[config.mk]
export PLATFORM = sky130hd
export DESIGN_NAME = systolic_mac_array_flat
export DESIGN_NICKNAME = d
export VERILOG_FILES = /design/src/rtl/systolic_pkg.sv /design/src/rtl/systolic_mac_array_if.sv /design/src/rtl/systolic_pe.sv /design/src/rtl/systolic_mac_array.sv /design/src/flat_wrapper.sv
export SDC_FILE = /design/constraint.sdc
export NUM_CORES = 1
export LEC_CHECK = 0
export CAP_MARGIN = 25
export CORE_ASPECT_RATIO = 0.6
export CORE_UTILIZATION = 40
export DETAILED_ROUTE_END_ITERATION = 12
export MAX_ROUTING_LAYER = met4
export REMOVE_ABC_BUFFERS = 1
export SKIP_LAST_GASP = 1
export SYNTH_ARGS = -nofsm -noshare
export SYNTH_HDL_FRONTEND = slang
export SYNTH_SLANG_ARGS = --single-unit
export TNS_END_PERCENT = 50
[constraint.sdc]
create_clock -name clk -period 3.99 [get_ports clk]
set_clock_uncertainty 0.1 [all_clocks]
set_input_delay 0.798 -clock clk [delete_from_list [all_inputs] [get_ports clk]]
set_output_delay 0.798 -clock clk [all_outputs]
set_load 0.03 [all_outputs]
[src/rtl/systolic_pkg.sv]
// Shared types and helpers for the output-stationary systolic MAC array.
package systolic_pkg;

  typedef enum logic [1:0] {
    MODE_OR   = 2'b00,
    MODE_XOR  = 2'b01,
    MODE_WRAP = 2'b10,
    MODE_SAT  = 2'b11
  } mode_e;

  typedef enum logic [1:0] {
    ST_ACCUM = 2'd0,
    ST_FLUSH = 2'd1,
    ST_DRAIN = 2'd2
  } state_e;

  // Bubble cycles needed for the last accepted beat to reach the far corner PE.
  function automatic int unsigned flush_len(input int unsigned n);
    return 2 * n - 1;
  endfunction

endpackage

[src/rtl/systolic_mac_array_if.sv]
// Operand-in / result-out handshake bundle of the systolic MAC array.
interface systolic_mac_array_if #(
  parameter int unsigned N     = 4,
  parameter int unsigned W     = 2,
  parameter int unsigned ACC_W = 8
);
  localparam int unsigned ROW_W = (N > 1) ? $clog2(N) : 1;

  logic [1:0]         mode;
  logic               in_valid;
  logic               in_ready;
  logic [N*W-1:0]     a_in;
  logic [N*W-1:0]     b_in;
  logic               drain_req;
  logic               out_valid;
  logic               out_ready;
  logic [N*ACC_W-1:0] out_data;
  logic [ROW_W-1:0]   out_row;
  logic               busy;

  modport master (
    output mode, in_valid, a_in, b_in, drain_req, out_ready,
    input  in_ready, out_valid, out_data, out_row, busy
  );

  modport slave (
    input  mode, in_valid, a_in, b_in, drain_req, out_ready,
    output in_ready, out_valid, out_data, out_row, busy
  );
endinterface

[src/rtl/systolic_pe.sv]
// One processing element: registered operand/valid pass-through plus a mode-selected accumulator.
module systolic_pe
  import systolic_pkg::*;
#(
  parameter int unsigned W     = 2,
  parameter int unsigned ACC_W = 8
) (
  input  logic             clk,
  input  logic             rst_n,
  input  logic             clr,
  input  mode_e            mode,
  input  logic [W-1:0]     a_i,
  input  logic             va_i,
  input  logic [W-1:0]     b_i,
  input  logic             vb_i,
  output logic [W-1:0]     a_o,
  output logic             va_o,
  output logic [W-1:0]     b_o,
  output logic             vb_o,
  output logic [ACC_W-1:0] acc_o
);

  logic [W-1:0]     a_q, a_d, b_q, b_d;
  logic             va_q, va_d, vb_q, vb_d;
  logic [ACC_W-1:0] acc_q, acc_d;
  logic [W-1:0]     and_c;
  logic [2*W-1:0]   prod_c;
  logic [ACC_W:0]   sum_c;

  always_comb begin
    a_d    = a_i;
    va_d   = va_i;
    b_d    = b_i;
    vb_d   = vb_i;
    and_c  = a_i & b_i;
    prod_c = (2*W)'(a_i) * (2*W)'(b_i);
    // Extra carry bit lets saturation detect overflow without wrapping.
    sum_c  = (ACC_W+1)'(acc_q) + (ACC_W+1)'(prod_c);
    acc_d  = acc_q;
    if (clr) begin
      acc_d = '0;
    end else if (va_i && vb_i) begin
      case (mode)
        MODE_OR:   acc_d = ACC_W'(acc_q[W-1:0] | and_c);
        MODE_XOR:  acc_d = ACC_W'(acc_q[W-1:0] ^ and_c);
        MODE_WRAP: acc_d = sum_c[ACC_W-1:0];
        default:   acc_d = sum_c[ACC_W] ? '1 : sum_c[ACC_W-1:0];
      endcase
    end
  end

  always_ff @(posedge clk or negedge rst_n) begin
    if (!rst_n) begin
      a_q   <= '0;
      va_q  <= 1'b0;
      b_q   <= '0;
      vb_q  <= 1'b0;
      acc_q <= '0;
    end else begin
      a_q   <= a_d;
      va_q  <= va_d;
      b_q   <= b_d;
      vb_q  <= vb_d;
      acc_q <= acc_d;
    end
  end

  assign a_o   = a_q;
  assign va_o  = va_q;
  assign b_o   = b_q;
  assign vb_o  = vb_q;
  assign acc_o = acc_q;

endmodule

[src/rtl/systolic_mac_array.sv]
// N x N output-stationary systolic array: input skew lines, mode latch, accumulate/flush/drain
// sequencer and registered result-row output.
module systolic_mac_array
  import systolic_pkg::*;
#(
  parameter int unsigned N     = 4,
  parameter int unsigned W     = 2,
  parameter int unsigned ACC_W = 8
) (
  input logic                 clk,
  input logic                 rst_n,
  systolic_mac_array_if.slave bus
);

  localparam int unsigned ROW_W     = (N > 1) ? $clog2(N) : 1;
  localparam int unsigned FLUSH_LEN = flush_len(N);
  localparam int unsigned CNT_W     = $clog2(FLUSH_LEN + 1);

  state_e             state_q, state_d;
  logic [CNT_W-1:0]   cnt_q, cnt_d;
  logic [ROW_W-1:0]   row_q, row_d;
  logic               out_valid_q, out_valid_d;
  logic [N*ACC_W-1:0] out_data_q, out_data_d;
  mode_e              mode_q, mode_d;
  logic               lat_q, lat_d;
  logic               in_ready_q, in_ready_d;
  logic               busy_q, busy_d;

  logic               accept_c;
  logic               clr_c;
  mode_e              eff_mode_c;
  logic [ROW_W-1:0]   row_sel_c;
  logic [N*ACC_W-1:0] row_data_c;
  logic               unused_edge_c;

  // Horizontal (A) and vertical (B) operand/valid nets; index N is the array edge.
  logic [W-1:0]     a_h  [N][N+1];
  logic             va_h [N][N+1];
  logic [W-1:0]     b_v  [N+1][N];
  logic             vb_v [N+1][N];
  logic [ACC_W-1:0] acc_w [N][N];

  assign accept_c   = bus.in_valid & in_ready_q;
  // The first beat of a job updates PE(0,0) on the same edge that latches its mode.
  assign eff_mode_c = lat_q ? mode_q : mode_e'(bus.mode);

  for (genvar l = 0; l < N; l++) begin : g_skew
    if (l == 0) begin : g_direct
      assign a_h[0][0]  = bus.a_in[W-1:0];
      assign va_h[0][0] = accept_c;
      assign b_v[0][0]  = bus.b_in[W-1:0];
      assign vb_v[0][0] = accept_c;
    end else begin : g_delay
      logic [W:0] a_sk_q [l];
      logic [W:0] a_sk_d [l];
      logic [W:0] b_sk_q [l];
      logic [W:0] b_sk_d [l];

      always_comb begin
        a_sk_d[0] = {accept_c, bus.a_in[l*W +: W]};
        b_sk_d[0] = {accept_c, bus.b_in[l*W +: W]};
        for (int k = 1; k < l; k++) begin
          a_sk_d[k] = a_sk_q[k-1];
          b_sk_d[k] = b_sk_q[k-1];
        end
      end

      always_ff @(posedge clk or negedge rst_n) begin
        if (!rst_n) begin
          a_sk_q <= '{default: '0};
          b_sk_q <= '{default: '0};
        end else begin
          a_sk_q <= a_sk_d;
          b_sk_q <= b_sk_d;
        end
      end

      assign a_h[l][0]  = a_sk_q[l-1][W-1:0];
      assign va_h[l][0] = a_sk_q[l-1][W];
      assign b_v[0][l]  = b_sk_q[l-1][W-1:0];
      assign vb_v[0][l] = b_sk_q[l-1][W];
    end
  end

  for (genvar i = 0; i < N; i++) begin : g_row
    for (genvar j = 0; j < N; j++) begin : g_col
      systolic_pe #(.W(W), .ACC_W(ACC_W)) u_pe (
        .clk   (clk),
        .rst_n (rst_n),
        .clr   (clr_c),
        .mode  (eff_mode_c),
        .a_i   (a_h[i][j]),
        .va_i  (va_h[i][j]),
        .b_i   (b_v[i][j]),
        .vb_i  (vb_v[i][j]),
        .a_o   (a_h[i][j+1]),
        .va_o  (va_h[i][j+1]),
        .b_o   (b_v[i+1][j]),
        .vb_o  (vb_v[i+1][j]),
        .acc_o (acc_w[i][j])
      );
    end
  end

  // Operands leaving the far edge of the array carry no further meaning.
  always_comb begin
    unused_edge_c = 1'b0;
    for (int l = 0; l < N; l++) begin
      unused_edge_c = unused_edge_c ^ (^a_h[l][N]) ^ va_h[l][N] ^ (^b_v[N][l]) ^ vb_v[N][l];
    end
  end

  // Row to load: the current row on entry to DRAIN, the next row after a handshake.
  always_comb begin
    row_sel_c = out_valid_q ? ROW_W'(row_q + ROW_W'(1)) : row_q;
    for (int j = 0; j < N; j++) begin
      row_data_c[j*ACC_W +: ACC_W] = acc_w[row_sel_c][j];
    end
  end

  always_comb begin
    state_d     = state_q;
    cnt_d       = cnt_q;
    row_d       = row_q;
    out_valid_d = out_valid_q;
    out_data_d  = out_data_q;
    mode_d      = mode_q;
    lat_d       = lat_q;
    clr_c       = 1'b0;
    unique case (state_q)
      ST_ACCUM: begin
        if (accept_c && !lat_q) begin
          mode_d = mode_e'(bus.mode);
          lat_d  = 1'b1;
        end
        if (bus.drain_req) begin
          state_d = ST_FLUSH;
          cnt_d   = '0;
        end
      end
      ST_FLUSH: begin
        cnt_d = cnt_q + CNT_W'(1);
        if (cnt_q == CNT_W'(FLUSH_LEN - 1)) begin
          state_d = ST_DRAIN;
          row_d   = '0;
        end
      end
      ST_DRAIN: begin
        if (!out_valid_q) begin
          out_valid_d = 1'b1;
          out_data_d  = row_data_c;
        end else if (bus.out_ready) begin
          if (row_q == ROW_W'(N - 1)) begin
            clr_c       = 1'b1;
            state_d     = ST_ACCUM;
            out_valid_d = 1'b0;
            out_data_d  = '0;
            row_d       = '0;
            lat_d       = 1'b0;
          end else begin
            row_d      = ROW_W'(row_q + ROW_W'(1));
            out_data_d = row_data_c;
          end
        end
      end
      default: state_d = ST_ACCUM;
    endcase
    in_ready_d = (state_d == ST_ACCUM);
    busy_d     = (state_d != ST_ACCUM);
  end

  always_ff @(posedge clk or negedge rst_n) begin
    if (!rst_n) begin
      state_q     <= ST_ACCUM;
      cnt_q       <= '0;
      row_q       <= '0;
      out_valid_q <= 1'b0;
      out_data_q  <= '0;
      mode_q      <= MODE_OR;
      lat_q       <= 1'b0;
      in_ready_q  <= 1'b1;
      busy_q      <= 1'b0;
    end else begin
      state_q     <= state_d;
      cnt_q       <= cnt_d;
      row_q       <= row_d;
      out_valid_q <= out_valid_d;
      out_data_q  <= out_data_d;
      mode_q      <= mode_d;
      lat_q       <= lat_d;
      in_ready_q  <= in_ready_d;
      busy_q      <= busy_d;
    end
  end

  assign bus.in_ready  = in_ready_q;
  assign bus.out_valid = out_valid_q;
  assign bus.out_data  = out_data_q;
  assign bus.out_row   = row_q;
  assign bus.busy      = busy_q;

endmodule
[src/flat_wrapper.sv]
// flat-port wrapper written by rule: the top's interface ports become plain ports
module systolic_mac_array_flat import systolic_pkg::*;
#(
  parameter int unsigned N     = 4,
  parameter int unsigned W     = 2,
  parameter int unsigned ACC_W = 8
)
  (clk, rst_n, bus_mode, bus_in_valid, bus_a_in, bus_b_in, bus_drain_req, bus_out_ready, bus_in_ready, bus_out_valid, bus_out_data, bus_out_row, bus_busy);
  systolic_mac_array_if #(.N(N), .W(W), .ACC_W(ACC_W)) bus_i ();
  input logic clk;
  input logic rst_n;
  input wire logic [$bits(bus_i.mode)-1:0] bus_mode;
  input wire logic [$bits(bus_i.in_valid)-1:0] bus_in_valid;
  input wire logic [$bits(bus_i.a_in)-1:0] bus_a_in;
  input wire logic [$bits(bus_i.b_in)-1:0] bus_b_in;
  input wire logic [$bits(bus_i.drain_req)-1:0] bus_drain_req;
  input wire logic [$bits(bus_i.out_ready)-1:0] bus_out_ready;
  output wire logic [$bits(bus_i.in_ready)-1:0] bus_in_ready;
  output wire logic [$bits(bus_i.out_valid)-1:0] bus_out_valid;
  output wire logic [$bits(bus_i.out_data)-1:0] bus_out_data;
  output wire logic [$bits(bus_i.out_row)-1:0] bus_out_row;
  output wire logic [$bits(bus_i.busy)-1:0] bus_busy;
  assign bus_i.mode = bus_mode;
  assign bus_i.in_valid = bus_in_valid;
  assign bus_i.a_in = bus_a_in;
  assign bus_i.b_in = bus_b_in;
  assign bus_i.drain_req = bus_drain_req;
  assign bus_i.out_ready = bus_out_ready;
  assign bus_in_ready = bus_i.in_ready;
  assign bus_out_valid = bus_i.out_valid;
  assign bus_out_data = bus_i.out_data;
  assign bus_out_row = bus_i.out_row;
  assign bus_busy = bus_i.busy;
  systolic_mac_array #(.N(N), .W(W), .ACC_W(ACC_W)) u_core (.clk(clk), .rst_n(rst_n), .bus(bus_i));
endmodule
Yosys cells after proc, flatten, opt, wreduce, memory -nomap -nowiden

Index checks and enable logic that the tools add are counted.

Add/sub/neg operators: 18
$mul: 16
Magnitude comparators: 1
Equality and inequality tests: 13
Mux-type cells: 97
Bitwise operators: 50
Reduce and logical (&&, ||, !) cells: 45

Operators by type and width:

| kind               | count |
|---|---|
| $mux 8             | 48 |
| $pmux 8 s3         | 16 |
| $mux 32            | 5 |
| $add 8x4->9        | 16 |
| $bmux 32 s2        | 1 |
| $mul 2x2->4        | 16 |
| $reduce_bool 2->1  | 20 |
| $and 2x2->2        | 16 |
| $or 2x2->2         | 16 |
| $xor 2x2->2        | 16 |
| $mux 2             | 11 |
| $logic_and 1x1->1  | 16 |
| $mux 1             | 11 |
| $ne 2x1->1 const B | 4 |
| $eq 2x2->1 const B | 3 |
| $logic_not 2->1    | 3 |
| $ne 2x2->1 const B | 3 |
| $pmux 2 s3         | 1 |
| $pmux 3 s2         | 1 |
| $reduce_and 2->1   | 3 |
| $reduce_and 5->1   | 1 |
| $eq 2x1->1 const B | 2 |
| $pmux 2 s2         | 1 |
| $reduce_and 4->1   | 1 |
| other kinds (9)    | 9 |

Register bits after elaboration: 278
Logic and storage cells: 322

Longest topological paths before layout

Word-level depth: 9
Depth in mapped cells: 9
Gate-level depth less buffers: 8

Cells and area by module

From an unflattened synthesis, not the netlist that was laid out.

Cell total of the unflattened synthesis: 1,762
Area, all modules: 18,267.5 µm²

Modules (own cells, without submodules):

| module                                           | times used | cells each | area each (µm²) | sequential area each (µm²) |
|---|---|---|---|---|
| systolic_pe at u_core.g_row[2].g_col[1].u_pe ... | 6          | 91         | 884.6           | 350.3 |
| systolic_pe at u_core.g_row[0].g_col[3].u_pe ... | 6          | 85         | 859.6           | 350.3 |
| systolic_mac_array                               | 1          | 383        | 4,446.8         | 1,803.0 |
| systolic_pe at u_core.g_row[0].g_col[0].u_pe ... | 3          | 79         | 829.5           | 350.3 |
| systolic_pe at u_core.g_row[3].g_col[3].u_pe     | 1          | 86         | 867.1           | 350.3 |

Least setup slack after synthesis

No wires, ideal clock.

Path type: input-to-reg
Start point: input port bus_a_in[0]
End point: register u_core.g_row[0].g_col[0].u_pe.acc_q[7]
Arrival time: 2.802 ns
Required time: 3.769 ns
Setup slack: 0.966 ns
Stages: 7
Cell sequence: and2_1 > fa_1 > ha_1 > a211oi_1 > a211oi_1 > o31a_1 > o22a_1

Word-level cells in the longest chain between the ends: 6

RTL lines:

| element                | line               | text |
|---|---|---|
| start: declaration     | flat_wrapper.sv:14 | `input wire logic [$bits(bus_i.a_in)-1:0] bus_a_in;` |
| $mul 2x2->4 (*)        | systolic_pe.sv:36  | `prod_c = (2*W)'(a_i) * (2*W)'(b_i);` |
| $add 8x4->9 (*)        | systolic_pe.sv:38  | `sum_c = (ACC_W+1)'(acc_q) + (ACC_W+1)'(prod_c);` |
| $mux 8                 | systolic_pe.sv:47  | `default: acc_d = sum_c[ACC_W] ? '1 : sum_c[ACC_W-1:0];` |
| $pmux 8 s3 (*)         | systolic_pe.sv:43  | `case (mode)` |
| $mux 8 (*)             | systolic_pe.sv:42  | `end else if (va_i && vb_i) begin` |
| $mux 8 (*)             | systolic_pe.sv:40  | `if (clr) begin` |
| end signal: assignment | systolic_pe.sv:58  | `acc_q <= '0;` |
| end signal: assignment | systolic_pe.sv:64  | `acc_q <= acc_d;` |
| end: declaration       | systolic_pe.sv:25  | `logic [ACC_W-1:0] acc_q, acc_d;` |

Mark *: on every way between the ends. The rest lies on a longest branch, timed or not. The select of a mux whose other input is x is not followed.
A chain may end at the register's enable or synchronous reset.

Final worst setup path

Start point: register u_core.g_row[0].g_col[0].u_pe.a_q[0]
End point: register u_core.g_row[0].g_col[1].u_pe.acc_q[0]

Word-level cells in the longest chain between the ends: 6

RTL lines:

| element                  | line              | text |
|---|---|---|
| start: declaration       | systolic_pe.sv:23 | `logic [W-1:0] a_q, a_d, b_q, b_d;` |
| start signal: assignment | systolic_pe.sv:54 | `a_q <= '0;` |
| start signal: assignment | systolic_pe.sv:60 | `a_q <= a_d;` |
| $mul 2x2->4              | systolic_pe.sv:36 |  |
| $add 8x4->9              | systolic_pe.sv:38 |  |
| $mux 8                   | systolic_pe.sv:47 |  |
| $pmux 8 s3 (*)           | systolic_pe.sv:43 |  |
| $mux 8 (*)               | systolic_pe.sv:42 |  |
| $mux 8 (*)               | systolic_pe.sv:40 |  |
| end signal: assignment   | systolic_pe.sv:58 |  |
| end signal: assignment   | systolic_pe.sv:64 |  |
| end: declaration         | systolic_pe.sv:25 |  |

Marks and branches as above.

==> results.py <==
metrics = {
    "status": {
        "status": "finished, final reports clean",
    },
    "synth": {
        "syn-cell-area_um2": 15610,
        "synthSimpleGateAreaFrac": 0.1344,
        "synthArstFlopShare": 1.000,
        "yosysWarnings": 0,
        "yosys.area_share.xor_xnor": 0.01114,
        "synth-compound-area-share": 0.2130,
        "synth_top_family_by_area": "compound AO/OA/AOI/OAI gates",
        "ys_seq_area_frac": 0.4024,
        "synth_edf_count": 0,
        "synth_cells": 1518,
        "synth_fa_ha_area_frac": 0.1332,
        "synth-main-ff-cell": "dfrtp_1",
        "ys_seq_elements": 251,
        "synthDistinctLibCells": 81,
        "avgSynthCellArea_um2": 10.28,
        "synth.mux.area_fraction": 0.05739,
    },
    "sta": {
        "maxSlewViolCount": 0,
        "period_share": 0.7732,
        "setup_ws_ns": 0.9050,
        "worst_pin_slew_ns": 0.9559,
        "max_slew_margin": 0.3627,
        "setup_violations": 0,
        "fmaxAchievable_ghz": 0.3242,
        "fin_tns_setup_ns": 0,
        "finalHoldViolCount": 0,
        "final.min_clock_period_ns": 3.085,
        "rsz0062_at_grt": "false",
    },
    "worst_setup_path": {
        "cp-end-kind": "register",
        "critPathKind": "reg2reg",
        "startpoint": "u_core.g_row[0].g_col[0].u_pe.a_o[0]",
        "r2r-start": "u_core.g_row[0].g_col[0].u_pe.a_o[0]",
        "max_stage_delay_ns": 0.61,
        "path_cells": "and2_1 -> fa_1 -> ha_1 -> a211oi_1 -> a2111oi_2 -> or3_1 -> a22o_1",
        "cp-start-kind": "register",
        "critPathRequiredTime_ns": 4.33,
        "arrival_ns": 3.42,
        "path_max_fanout": 6,
        "crit_slowest_cell": "a211oi_1",
    },
    "place": {
        "io_buffer_count": 59,
        "dp_hpwl_um": 33830,
        "dp_worst_setup_slack_ns": 0.4784,
        "globalplace.congestion": 0.8903,
        "placed_cell_area_um2": 16810,
    },
    "cts": {
        "ctsResizeCount": 0,
        "clock-root-buffer": "clkbuf_16",
        "hold_buffers": 0,
        "path_clk_slew_ns": 0.07,
        "cts_num_sinks": 251,
        "htreeDepth": 1,
        "numCtsBuffers": 26,
        "cts_setup_buffers": 0,
        "clk_latency_ns": 0.57,
        "tritoncts": "built",
        "cts_buffer_depth": 3,
    },
    "power_and_ir_drop": {
        "power.density_nw_per_um2": 727.1,
        "switching_power_mw": 5.529,
        "pwr-share-comb": 0.469,
        "seqPwrFrac": 0.324,
        "pwr-share-clk": 0.207,
        "p_int_mw": 7.387,
        "vdd_drop_max_mv": 0.3948,
        "netSwitchingFraction": 0.4281,
        "leakage_nw": 7.524,
    },
    "floorplan": {
        "start_util": 0.4102,
        "die_x_um": 257.0,
        "die_h_um": 155.0,
        "core_area_um2": 38060,
        "ios": 60,
        "dieArea_um2": 39850,
        "num_rows": 55,
    },
    "grt": {
        "track_usage": 0.2488,
        "antenna_found_initial": 0,
        "grt_max_degree": 105,
        "globalRouteOverflowTotal": 0,
        "grt_pass1_vias": 12210,
        "grt_first_pass_wirelength_um": 74220,
    },
    "drt": {
        "avgViaCountPerCell": 6.088,
        "drt_iter0_markers": 1431,
        "first_pass_iters": 6,
        "wl_per_cell_um": 22.78,
        "antenna_left": 0,
        "remaining_drc_errors": 0,
        "vias": 12740,
        "drt_wl_total_um": 47650,
    },
    "finish": {
        "nets": 1726,
        "fin_area_um2": 17760,
        "area_growth_pct": 13.79,
        "multiInputGateArea_um2": 8615,
        "area.sequential_um2": 6282,
        "drive_gt1_frac": 0.09581,
        "nFillCells": 3509,
    },
    "hold_path": {
        "hold_class": "in2async",
    },
    "flow_run": {
        "max_cap_violations": 0,
    },
}
[state kept, by name (all words and copies together), names as in the netlist]
| name | cells |
|---|---|
| u_core.bus.in_ready | 1 |
| u_core.bus.out_row | 2 |
| u_core.state_q | 2 |
| u_core.lat_q | 1 |
| u_core.g_skew.g_delay.b_sk_d | 6 |
| u_core.bus.busy | 1 |
| u_core.b_v | 4 |
| u_core.mode_q | 2 |
| u_core.g_row.g_col.u_pe.acc_o | 128 |
| u_core.a_h | 4 |
| u_core.g_row.g_col.u_pe.b_o | 24 |
| u_core.g_skew.g_delay.b_sk_q | 2 |
| u_core.g_skew.g_delay.a_sk_q | 5 |
| u_core.cnt_q | 3 |
| u_core.g_row.g_col.u_pe.a_o | 24 |
| u_core.bus.out_valid | 1 |
| u_core.bus.out_data | 32 |
| u_core.g_skew.g_delay.a_sk_d | 6 |
| u_core.g_row.g_col.u_pe.vb_o | 3 |
[power by group through the flow]
stage / Clock [mW] / Sequential (mW) / Combinational (mW)
floorplan: 0 / 4.16 / 3.82
global placement: 0 / 4.17 / 5.80
detailed placement: 0 / 4.19 / 5.95
CTS: 2.71 / 4.16 / 5.98
global route: 2.82 / 4.29 / 6.64
finish: 2.67 / 4.19 / 6.06
[cell usage after synthesis (all sizes together), types with 36 or more instances]
| master | n | area [um^2] |
|---|---|---|
| nor2 | 58 | 217.7 |
| a31oi | 38 | 237.7 |
| nand2 | 101 | 389.1 |
| inv | 85 | 319.1 |
| nand3 | 43 | 227.7 |
| buf | 42 | 245.2 |
| a22o | 36 | 315.3 |
| o21ai | 84 | 420.4 |
| dfrtp | 250 | 6256 |
| and2 | 62 | 387.9 |
| ha | 115 | 1439 |
| a21oi | 140 | 700.7 |
| clkbuf | 50 | 187.7 |
[worst paths after layout]
kind	endpoint	slack, ns	cells past startpoint
worst max-delay path	u_core.g_row[0].g_col[1].u_pe.acc_o[0]	0.91	7
worst min-delay path	u_core.bus.out_data[23]	0.13	1
worst max register to register	u_core.g_row[0].g_col[1].u_pe.acc_o[0]	0.91	7
worst min register to register	u_core.g_skew[3].g_delay.b_sk_d[0]	0.25	0
max in group asynchronous	u_core.g_row[0].g_col[1].u_pe.acc_o[0]	2.65	2
min in group clk	u_core.g_skew[3].g_delay.b_sk_d[0]	0.25	0
[layer usage]
| metal | up-vias | global-route usage | share of wire |
|---|---|---|---|
| li1 | 5765 | - | - |
| met1 | 6333 | 0.3824 | 0.49 |
| met2 | 566 | 0.3213 | 0.39 |
| met3 | 73 | 0.06370 | 0.097 |
| met4 | 0 | 0.05074 | 0.017 |
| met5 | - | - | 0 |
[cell type report]
class,instances,area share
clock inverters,13,0.01042
multi-input cells,1089,0.4849
flip-flops and latches,251,0.3536
inverters,86,0.01817
repair buffers,102,0.05494
diodes,3,0.0004226
clock buffers,35,0.04134
well taps,513,0.03613
[cells in the final DEF (no fill, tap or decap), types with 8 or more instances in the layout]
| cell | Yosys | layout |
|---|---|---|
| o2111ai_1 | 8 | 8 |
| o32ai_1 | 16 | 16 |
| nor4b_1 | 16 | 16 |
| ha_1 | 115 | 115 |
| o31ai_1 | 8 | 8 |
| nand4b_1 | 12 | 12 |
| a21o_1 | 13 | 13 |
| nand2b_1 | 9 | 9 |
| nand2_1 | 99 | 99 |
| o211ai_1 | 21 | 21 |
| clkdlybuf4s50_1 | 0 | 58 |
| nor3_1 | 30 | 30 |
| a21oi_1 | 140 | 139 |
| dfrtp_1 | 250 | 250 |
| o21a_1 | 13 | 13 |
| nand3_1 | 42 | 42 |
| xor2_1 | 18 | 18 |
| nor2_1 | 58 | 57 |
| inv_1 | 85 | 85 |
| o22ai_1 | 14 | 14 |
| a211oi_1 | 23 | 23 |
| fa_1 | 32 | 32 |
| a211o_1 | 9 | 9 |
| buf_4 | 8 | 39 |
| clkbuf_16 | 0 | 26 |
| o21ai_0 | 79 | 79 |
| a31oi_1 | 38 | 38 |
| a41oi_1 | 11 | 11 |
| and2_1 | 60 | 60 |
| nand4_1 | 14 | 14 |
| mux4_2 | 32 | 32 |
| a22o_1 | 36 | 36 |
| mux2_2 | 8 | 8 |
[cells by family after synthesis]
kind of cell	after synthesis
AO/OA/AOI/OAI	488
AND/OR/NAND/NOR	389
flip-flops	251
buffers and inverters	178
adder cells (fa/ha/maj)	147
multiplexers	46
XOR/XNOR	19
[metrics by stage]
step                hold WS [ns]  instances  total power [mW]    util
finish                    0.1298       2092             12.92  0.4668
global route              0.2512       2089             13.75  0.4666
CTS                       0.2117       2088             12.85  0.4659
detailed placement        0.2347       2040             10.15  0.4417
global placement          0.2327       2040             9.970  0.4417
floorplan                 0.2312       1426             7.984       -
[critical path: cells and delay by family (launching register included)]
| family | cells | cell delay (ns) |
|---|---|---|
| AO/OA/AOI/OAI | 3 | 1.00 |
| adder cells (fa/ha/maj) | 2 | 0.79 |
| flip-flops | 1 | 0.48 |
| AND/OR/NAND/NOR | 2 | 0.59 |
Note: power is estimated with default switching activity, not from simulation.
